**config.mk**
```make
export PLATFORM = sky130hd
export DESIGN_NAME = ram_bist_ctrl
export DESIGN_NICKNAME = d
export VERILOG_FILES = /design/src/rtl/ram_bist_pkg.sv /design/src/rtl/ram_bist_addr_gen.sv /design/src/rtl/ram_bist_ctrl.sv
export SDC_FILE = /design/constraint.sdc
export NUM_CORES = 1
export LEC_CHECK = 0
export CORE_ASPECT_RATIO = 0.9
export CORE_MARGIN = 4
export CORE_UTILIZATION = 48
export DETAILED_ROUTE_END_ITERATION = 6
export PLACE_DENSITY = 0.87
export RECOVER_POWER = 100
export SKIP_CTS_REPAIR_TIMING = 1
export SYNTH_ARGS = -nofsm -noshare
export SYNTH_HDL_FRONTEND = slang
export SYNTH_HIERARCHICAL = 1
export SYNTH_SLANG_ARGS = --single-unit
```
**constraint.sdc**
```tcl
create_clock -name clk -period 5.73 [get_ports clk]
set_clock_uncertainty 0.15 [all_clocks]
set_input_delay 0.573 -clock clk [delete_from_list [all_inputs] [get_ports clk]]
set_output_delay 0.573 -clock clk [all_outputs]
set_load 0.03 [all_outputs]
```
**src/rtl/ram_bist_pkg.sv**
```systemverilog
// Shared types and the March C- element table for the RAM BIST controller.
package ram_bist_pkg;

    typedef enum logic [2:0] {
        ST_IDLE,
        ST_WR,
        ST_RD,
        ST_CW,
        ST_DONE
    } bist_state_t;

    localparam int unsigned NUM_ELEM = 6;
    localparam int unsigned ELEM_W   = 3;

    typedef struct packed {
        logic down;
        logic has_read;
        logic read_val;
        logic has_write;
        logic write_val;
    } march_elem_t;

    // March C-: up(w0) up(r0,w1) up(r1,w0) dn(r0,w1) dn(r1,w0) dn(r0)
    localparam march_elem_t MARCH_TABLE [NUM_ELEM] = '{
        '{1'b0, 1'b0, 1'b0, 1'b1, 1'b0},
        '{1'b0, 1'b1, 1'b0, 1'b1, 1'b1},
        '{1'b0, 1'b1, 1'b1, 1'b1, 1'b0},
        '{1'b1, 1'b1, 1'b0, 1'b1, 1'b1},
        '{1'b1, 1'b1, 1'b1, 1'b1, 1'b0},
        '{1'b1, 1'b1, 1'b0, 1'b0, 1'b0}
    };

endpackage

```
**src/rtl/ram_bist_addr_gen.sv**
```systemverilog
// Loadable up/down address counter; o_last flags the final address of the sweep.
module ram_bist_addr_gen #(
    parameter int unsigned ADDR_W = 8
) (
    input  logic              clk,
    input  logic              rst_n,
    input  logic              i_load,
    input  logic [ADDR_W-1:0] i_load_val,
    input  logic              i_en,
    input  logic              i_down,
    output logic [ADDR_W-1:0] o_addr,
    output logic              o_last
);

    logic [ADDR_W-1:0] r_addr;

    always_ff @(posedge clk or negedge rst_n) begin
        if (!rst_n) begin
            r_addr <= '0;
        end else if (i_load) begin
            r_addr <= i_load_val;
        end else if (i_en) begin
            r_addr <= i_down ? r_addr - ADDR_W'(1) : r_addr + ADDR_W'(1);
        end
    end

    assign o_addr = r_addr;
    assign o_last = i_down ? (r_addr == '0) : (r_addr == '1);

endmodule

```
**src/rtl/ram_bist_ctrl.sv**
```systemverilog
// March C- BIST controller driving a single-port synchronous RAM; stops on first miscompare.
module ram_bist_ctrl
    import ram_bist_pkg::*;
#(
    parameter int unsigned       DATA_W = 32,
    parameter int unsigned       ADDR_W = 8,
    parameter logic [DATA_W-1:0] BG     = '0
) (
    input  logic              clk,
    input  logic              rst_n,
    input  logic              i_start,
    output logic              o_busy,
    output logic              o_done,
    output logic              o_pass,
    output logic [ADDR_W-1:0] o_fail_addr,
    output logic [DATA_W-1:0] o_fail_exp,
    output logic [DATA_W-1:0] o_fail_got,
    output logic [ADDR_W-1:0] o_ram_addr,
    output logic              o_ram_we,
    output logic [DATA_W-1:0] o_ram_wdata,
    input  logic [DATA_W-1:0] i_ram_rdata
);

    localparam logic [DATA_W-1:0] D0        = BG;
    localparam logic [DATA_W-1:0] D1        = ~BG;
    localparam logic [ELEM_W-1:0] LAST_ELEM = ELEM_W'(NUM_ELEM - 1);

    bist_state_t       r_state, w_state_nxt;
    logic [ELEM_W-1:0] r_elem, w_elem_nxt, w_elem_inc;
    march_elem_t       w_cur;
    logic              w_nxt_down;

    logic              r_busy, r_done, r_pass, r_we;
    logic [ADDR_W-1:0] r_fail_addr;
    logic [DATA_W-1:0] r_fail_exp, r_fail_got, r_wdata;

    logic              w_ag_load, w_ag_en, w_last;
    logic [ADDR_W-1:0] w_ag_load_val, w_addr;
    logic [DATA_W-1:0] w_exp, w_wdata_nxt;
    logic              w_mismatch, w_we_nxt, w_start_run, w_finish, w_finish_pass;

    ram_bist_addr_gen #(
        .ADDR_W (ADDR_W)
    ) u_addr_gen (
        .clk        (clk),
        .rst_n      (rst_n),
        .i_load     (w_ag_load),
        .i_load_val (w_ag_load_val),
        .i_en       (w_ag_en),
        .i_down     (w_cur.down),
        .o_addr     (w_addr),
        .o_last     (w_last)
    );

    always_comb begin
        w_cur         = MARCH_TABLE[r_elem];
        w_elem_inc    = r_elem + ELEM_W'(1);
        w_nxt_down    = (r_elem < LAST_ELEM) ? MARCH_TABLE[w_elem_inc].down : 1'b0;
        w_exp         = w_cur.read_val ? D1 : D0;
        w_mismatch    = (r_state == ST_CW) && w_cur.has_read && (i_ram_rdata != w_exp);

        w_state_nxt   = r_state;
        w_elem_nxt    = r_elem;
        w_ag_load     = 1'b0;
        w_ag_load_val = '0;
        w_ag_en       = 1'b0;
        w_we_nxt      = 1'b0;
        w_wdata_nxt   = r_wdata;
        w_start_run   = 1'b0;
        w_finish      = 1'b0;
        w_finish_pass = 1'b0;

        // Next-cycle RAM controls are registered alongside the state they belong to.
        unique case (r_state)
            ST_IDLE, ST_DONE: begin
                if (i_start) begin
                    w_start_run = 1'b1;
                    w_state_nxt = ST_WR;
                    w_elem_nxt  = '0;
                    w_ag_load   = 1'b1;
                    w_we_nxt    = 1'b1;
                    w_wdata_nxt = D0;
                end
            end
            ST_WR: begin
                if (w_last) begin
                    w_state_nxt   = ST_RD;
                    w_elem_nxt    = w_elem_inc;
                    w_ag_load     = 1'b1;
                    w_ag_load_val = {ADDR_W{w_nxt_down}};
                end else begin
                    w_ag_en     = 1'b1;
                    w_we_nxt    = 1'b1;
                    w_wdata_nxt = D0;
                end
            end
            ST_RD: begin
                w_state_nxt = ST_CW;
                w_we_nxt    = w_cur.has_write;
                w_wdata_nxt = w_cur.write_val ? D1 : D0;
            end
            ST_CW: begin
                if (w_mismatch) begin
                    w_state_nxt = ST_DONE;
                    w_finish    = 1'b1;
                end else if (!w_last) begin
                    w_state_nxt = ST_RD;
                    w_ag_en     = 1'b1;
                end else if (r_elem != LAST_ELEM) begin
                    w_state_nxt   = ST_RD;
                    w_elem_nxt    = w_elem_inc;
                    w_ag_load     = 1'b1;
                    w_ag_load_val = {ADDR_W{w_nxt_down}};
                end else begin
                    w_state_nxt   = ST_DONE;
                    w_finish      = 1'b1;
                    w_finish_pass = 1'b1;
                end
            end
            default: w_state_nxt = ST_IDLE;
        endcase
    end

    always_ff @(posedge clk or negedge rst_n) begin
        if (!rst_n) begin
            r_state     <= ST_IDLE;
            r_elem      <= '0;
            r_we        <= 1'b0;
            r_wdata     <= '0;
            r_busy      <= 1'b0;
            r_done      <= 1'b0;
            r_pass      <= 1'b0;
            r_fail_addr <= '0;
            r_fail_exp  <= '0;
            r_fail_got  <= '0;
        end else begin
            r_state <= w_state_nxt;
            r_elem  <= w_elem_nxt;
            r_we    <= w_we_nxt;
            r_wdata <= w_wdata_nxt;
            if (w_start_run) begin
                r_busy      <= 1'b1;
                r_done      <= 1'b0;
                r_pass      <= 1'b0;
                r_fail_addr <= '0;
                r_fail_exp  <= '0;
                r_fail_got  <= '0;
            end else if (w_finish) begin
                r_busy <= 1'b0;
                r_done <= 1'b1;
                r_pass <= w_finish_pass;
                if (w_mismatch) begin
                    r_fail_addr <= w_addr;
                    r_fail_exp  <= w_exp;
                    r_fail_got  <= i_ram_rdata;
                end
            end
        end
    end

    // Write is vetoed on a miscompare; i_ram_rdata comes from a clocked RAM, so this still moves only on clk edges.
    assign o_ram_we    = r_we & ~w_mismatch;
    assign o_ram_addr  = w_addr;
    assign o_ram_wdata = r_wdata;
    assign o_busy      = r_busy;
    assign o_done      = r_done;
    assign o_pass      = r_pass;
    assign o_fail_addr = r_fail_addr;
    assign o_fail_exp  = r_fail_exp;
    assign o_fail_got  = r_fail_got;

endmodule

```
==> results of run 1 <==
[critical path, cell delays in order, from the launching register on]
cell and delay (ns):
dfrtp_1 0.47, ha_1 0.23, inv_1 0.06, ha_1 0.15
inv_1 0.19, o41ai_1 0.97, and3_1 0.28, o31a_1 0.23
nand2b_1 0.50, or3_1 0.20, mux2i_1 0.07, a221o_1 0.28
[stage by stage]
stage                     std cells  utilization (%)  cell area (um2)
final                           613             67.1             5160
after global routing            613             67.1             5160
after CTS                       613             67.2             5170
after detailed placement        597             64.4             4950
after global placement          597             64.4             4950
after floorplan                 423                -             3880
[cell families (layout without fill, tap and decap cells)]
group	after synthesis	in the layout	synth area share (%)
AOI/OAI and AO/OA	43	43	7.68
and+or+nand+nor	132	132	17.0
adders and majority gates	13	13	4.39
xor gates and xnor gates	1	1	0.226
DFF	60	60	38.7
muxes	47	47	12.4
buffers and inverters	127	221	19.6
[sequential cells by signal, summed over array words and instances, names as in the netlist, 3 cells and up]
name and cells:
r_state 3, u_addr_gen/o_addr 8, o_fail_addr 8, o_fail_got 32, r_elem 3
[per-layer routing]
layer / vias to the layer above / GRT usage (%) / share of wire (%) / routed length (um)
li1: 1538 / - / - / -
met1: 1515 / 26.9 / 43 / 4220
met2: 127 / 33.0 / 48 / 4650
met3: 18 / 4.47 / 6.8 / 663
met4: 0 / 6.90 / 2.2 / 210
met5: - / 0 / 0 / 0
[synth_stat cells, drive strengths merged, types with 5 or more instances]
cell type	instances
a21oi	9
buf	69
clkbuf	6
dfrtp	60
ha	12
inv	52
mux2i	43
nand2	58
nand3	5
nand4	11
nor2	14
nor2b	6
nor4	10
o21ai	8
or3	5
[power by group through the flow]
stage / Combinational [mW] / Sequential, mW / Clock [mW]
3_3_place_gp: 1.09 / 0.716 / 0
2_1_floorplan: 0.391 / 0.983 / 0
3_5_place_dp: 1.12 / 0.722 / 0
6_report: 1.07 / 0.713 / 0.420
4_1_cts: 1.12 / 0.719 / 0.427
5_1_grt: 1.15 / 0.738 / 0.444
[cell type report]
type                    count  area (um2)  share of cell area, %
multi-input cells         236        1610                   31.2
repair buffers            153        1520                   29.4
flip-flops and latches     60        1500                   29.1
inverters                  52         195                   3.78
clock buffers              11         141                   2.74
well taps                  96         120                   2.33
clock inverters             5        75.1                   1.45
[how the worst max path moves through the flow]
stage,end,startpoint,cells past startpoint
final,u_addr_gen/o_addr[5]$_DFFE_PN0P_,r_elem[0]$_DFFE_PN0P_,11
after global routing,u_addr_gen/o_addr[5]$_DFFE_PN0P_,r_elem[0]$_DFFE_PN0P_,11
after CTS,u_addr_gen/o_addr[5]$_DFFE_PN0P_,r_elem[0]$_DFFE_PN0P_,11
after detailed placement,u_addr_gen/o_addr[7]$_DFFE_PN0P_,i_ram_rdata[17],11
after global placement,u_addr_gen/o_addr[7]$_DFFE_PN0P_,i_ram_rdata[27],11
after floorplan,u_addr_gen/o_addr[7]$_DFFE_PN0P_,r_elem[0]$_DFFE_PN0P_,14
==> run summary, run 1 <==
DIE AREA: 0.00959 mm2
Worst EP required: 5.79 ns
setup TNS: 0 ns
worst-skew pair later-pin latency: 0.34 ns
total track usage: 20.4%
first-pass GRT wire length: 15500 um
sw frac: 43.4%
commonest non-fill, non-tap cell in the layout: dlygate4sd3_1
Seq/Total Area, Yosys: 38.7%
Final Worst Setup Slack: 1.82 ns
initial antenna violation count: 0
clk root buf: clkbuf_8
total net switching power: 953 uW
dpl ws: 1.82 ns
CTS buffer count: 9
CTS tree: done
vias in the first global route: 3099
# DRC: 0
Final GP Congestion: 0.908
setup repair after global routing missed its margin: false
DR vias: 3198
Yosys top cell by area: dfrtp_1
internal cell power: 1.25 mW
NumNets Final: 560
WP data arrival: 3.97 ns
clock net sink count: 60
power per cell area: 426 mW/mm2
distinct cell type count after synthesis: 48
Clk pin slew, worst setup/hold paths: 0.07 ns
commonest cells after routing, fill and taps aside: dlygate4sd3_1, dfrtp_1, nand2_1
clk buf depth: 2
Chip Width: 103 um
grt ovf: 0
post-route ant nets: 0
largest net degree at the start of global routing: 61
Inserted Diodes: 0
Worst R2R Path Depth: 11
clock group share of total power: 19.1%
starting density of the core: 50.4%
Final Power: 2.20 mW
P&R area growth vs syn: 33.0%
row count: 30
critical path endpoint category: register
worst slew pin tran: 3.18 ns
Cell Area, Synth: 0.00388 mm2
number of synthesized flops with an enable pin: 0
max frequency: 0.256 GHz
CP max FO: 19
Max rail drop VDD: 0.357 mV
Crit Path Class: register to register
Min-Delay Startpoint: o_fail_got[10]$_DFFE_PN0P_
Worst Hold End: o_fail_got[10]$_DFFE_PN0P_
initial drt markers: 79
Die Span Y: 93.3 um
Max-slew headroom: -112%
Async SR Flop Fraction: 100%
status: finished, violations left
top cells by area, synth: dfrtp_1, buf_4, mux2i_1, nand2_1, inv_1
failing checks: max-capacitance violations, max-slew violations
minimum clock period: 3.91 ns
core area: 0.00769 mm2
Post-Synthesis Cells: 423
Critical R2R Launch: r_elem[0]$_DFFE_PN0P_
HPWL Detailed: 7130 um
#FFs+latches synth: 60
final cycle utilization of the critical path: 68.2%
Hold WC Path Type: register to register
Mapped Avg Cell Area: 9.17 um2
io pins: 151
Startpoint Class: register
syn nets: 471
dominant synthesized flop cell: dfrtp_1
Ys Warns: 6
fraction of layout cells with a size suffix above 1: 5.22%
PortBufs: 150
DR WL/cell: 15.9 um
hold slack: 0.372 ns
count of final setup violators: 0
fin. max-slew vios: 61
area share of the largest cell type after synthesis: 38.7%
Vias/cell: 5.22
leak pwr: 2.89 nW
sequential power share: 32.4%
Final Hold Fails: 0
TritonRoute pass-1 iters: 4
fill cell count: 574
Logic pwr share: 48.4%
Post-Route WL: 9750 um
r2r setup slk: 1.82 ns
Crit Reg-Reg Endpoint: u_addr_gen/o_addr[5]$_DFFE_PN0P_
Hold Path Stages: 2
maxcap violations: 1
CTS H-tree lvls: 3
Power figures use the tool's default switching activity.
==> inputs of run 2 (changes only) <==
- CORE_UTILIZATION: 48 -> 45
- PLACE_DENSITY: 0.87 -> 0.82
- clock period: 5.73 -> 4.05 ns (I/O delays scaled with it)
==> run 2 against run 1 <==
  * The run still ends with max-capacitance violations, max-slew violations left
  * Flip-flop and latch count unchanged
  * Sequential share of layout area decreased by 0.19 points
  * Clock power rose by 30%
  * Critical endpoint is now o_ram_we
  * Largest power group unchanged
==> run summary, run 2 (synthesized netlist as in run 1, its figures left out) <==
Final Hold Fails: 0 (unchanged)
DIE AREA: 0.0102 mm2 (was 0.00959 mm2)
initial drt markers: 218 (was 79)
CTS H-tree lvls: 3 (unchanged)
failing checks: max-capacitance violations, max-slew violations (unchanged)
DR WL/cell: 15.9 um (about the same)
P&R area growth vs syn: 33.9% (was 33.0%)
commonest non-fill, non-tap cell in the layout: dlygate4sd3_1 (unchanged)
minimum clock period: 3.64 ns
largest net degree at the start of global routing: 44 (was 61)
clock net sink count: 60 (unchanged)
Hold WC Path Type: register to register (unchanged)
PortBufs: 150 (unchanged)
Max-slew headroom: -6.22% (was -112%)
post-route ant nets: 0 (unchanged)
Final Worst Setup Slack: 0.406 ns (was 1.82 ns)
initial antenna violation count: 0 (unchanged)
commonest cells after routing, fill and taps aside: dlygate4sd3_1, dfrtp_1, nand2_1 (unchanged)
fin. max-slew vios: 31 (was 61)
final cycle utilization of the critical path: 90.0%
worst-skew pair later-pin latency: 0.34 ns (about the same)
clk buf depth: 2 (unchanged)
max reg flops: 32 (unchanged)
Inserted Diodes: 0 (unchanged)
Worst EP required: 3.49 ns (was 5.79 ns)
setup TNS: 0 ns (unchanged)
status: finished, violations left (unchanged)
count of final setup violators: 0 (unchanged)
dpl ws: 0.491 ns (was 1.82 ns)
worst slew pin tran: 1.59 ns (was 3.18 ns)
Crit Path Class: register to primary output (was register to register)
DR vias: 3255 (was 3198)
Startpoint Class: register (unchanged)
setup repair after global routing missed its margin: false (unchanged)
fraction of layout cells with a size suffix above 1: 5.76% (was 5.22%)
Layout Cells excl Fill: 636 (was 613)
Final GP Congestion: 0.845 (was 0.908)
Area after DPL: 0.00500 mm2 (was 0.00495 mm2)
Chip Width: 106 um (was 103 um)
post-route cell area: 0.00519 mm2 (was 0.00516 mm2)
power per cell area: 587 mW/mm2 (was 426 mW/mm2)
end-of-flow core utilization: 63.2% (was 67.1%)
NumNets Final: 564 (was 560)
Vias/cell: 5.12 (was 5.22)
# DRC: 0 (unchanged)
clk root buf: clkbuf_8 (unchanged)
row count: 31 (was 30)
Post-Route WL: 10100 um (was 9750 um)
CP max FO: 12 (was 19)
Max rail drop VDD: 0.396 mV (was 0.357 mV)
vias in the first global route: 3102 (was 3099)
max frequency: 0.274 GHz
io pins: 151 (unchanged)
Clk pin slew, worst setup/hold paths: 0.08 ns (was 0.07 ns)
Die Span Y: 96.1 um (was 93.3 um)
first-pass GRT wire length: 15700 um (was 15500 um)
CTS buffer count: 9 (unchanged)
CTS tree: done (unchanged)
core area: 0.00822 mm2 (was 0.00769 mm2)
Final Power: 3.05 mW (was 2.20 mW)
HPWL Detailed: 7580 um (was 7130 um)
total track usage: 19.5% (was 20.4%)
DP Cell Count: 619 (was 597)
TritonRoute pass-1 iters: 4 (unchanged)
hold slack: 0.373 ns (was 0.372 ns)
leak pwr: 2.89 nW (about the same)
WP data arrival: 3.09 ns (was 3.97 ns)
starting density of the core: 47.2% (was 50.4%)
maxcap violations: 1 (unchanged)
critical path endpoint category: primary output (was register)
grt ovf: 0 (unchanged)
-- run 2: cell types whose count changed in the layout (fill, tap and decap cells not counted), moves of 2 or more --
cell / previous run / this run
clkbuf_2: 0 / 2
clkdlybuf4s50_1: 32 / 34
clkinv_2: 3 / 1
clkinv_4: 0 / 2
clkinvlp_4: 0 / 2
-- run 2: layout make-up --
cell class                      count  area [um2]
Sequential cell                    60        1500
Clock inverter                      7        76.3
Inverter                           52         195
Tap cell                          115         144
Clock buffer                        9         124
Multi-Input combinational cell    236        1610
Timing Repair Buffer              157        1540
Fill cell                         674        3030
-- run 2: worst paths after layout --
| kind | start | end | slack (ns) | depth (start not counted) |
|---|---|---|---|---|
| worst min register to register | o_fail_addr[2]$_DFFE_PN0P_ | o_fail_addr[2]$_DFFE_PN0P_ | 0.37 | 2 |
| worst max register to register | r_elem[0]$_DFFE_PN0P_ | o_fail_got[19]$_DFFE_PN0P_ | 0.52 | 8 |
| worst max-delay path | r_elem[0]$_DFFE_PN0P_ | o_ram_we | 0.41 | 8 |
| min in group asynchronous | rst_n | o_fail_got[14]$_DFFE_PN0P_ | 0.85 | 2 |
| worst min-delay path | o_fail_addr[2]$_DFFE_PN0P_ | o_fail_addr[2]$_DFFE_PN0P_ | 0.37 | 2 |
| max in group asynchronous | rst_n | r_we$_DFF_PN0_ | 1.38 | 3 |
-- run 2: per-layer routing --
layer	track usage (%)	part of all wire (%)
met2	33.1	48
met3	4.63	7.1
met5	0	0
met4	5.93	1.4
met1	24.9	43
-- run 2: critical path, stage by stage (launching register included) --
cell             delay (ns)
dfrtp_1                0.50
inv_1                  0.15
ha_1                   0.22
mux2_4                 0.27
nor4_1                 0.41
or3_2                  0.21
buf_4                  0.19
and2_1                 0.15
clkdlybuf4s50_1        0.66
-- run 2: report_power, final --
group          switching [mW]  internal [mW]
Combinational           0.914          0.587
Sequential              0.179          0.823
Clock                   0.260          0.287
Total                    1.35           1.70
==> inputs of run 3 (changes only) <==
- SLEW_MARGIN: not set -> 20
- TNS_END_PERCENT: not set -> 20
==> results of run 3 <==
No change in the layout: final DEF, timing and power equal those of run 2.
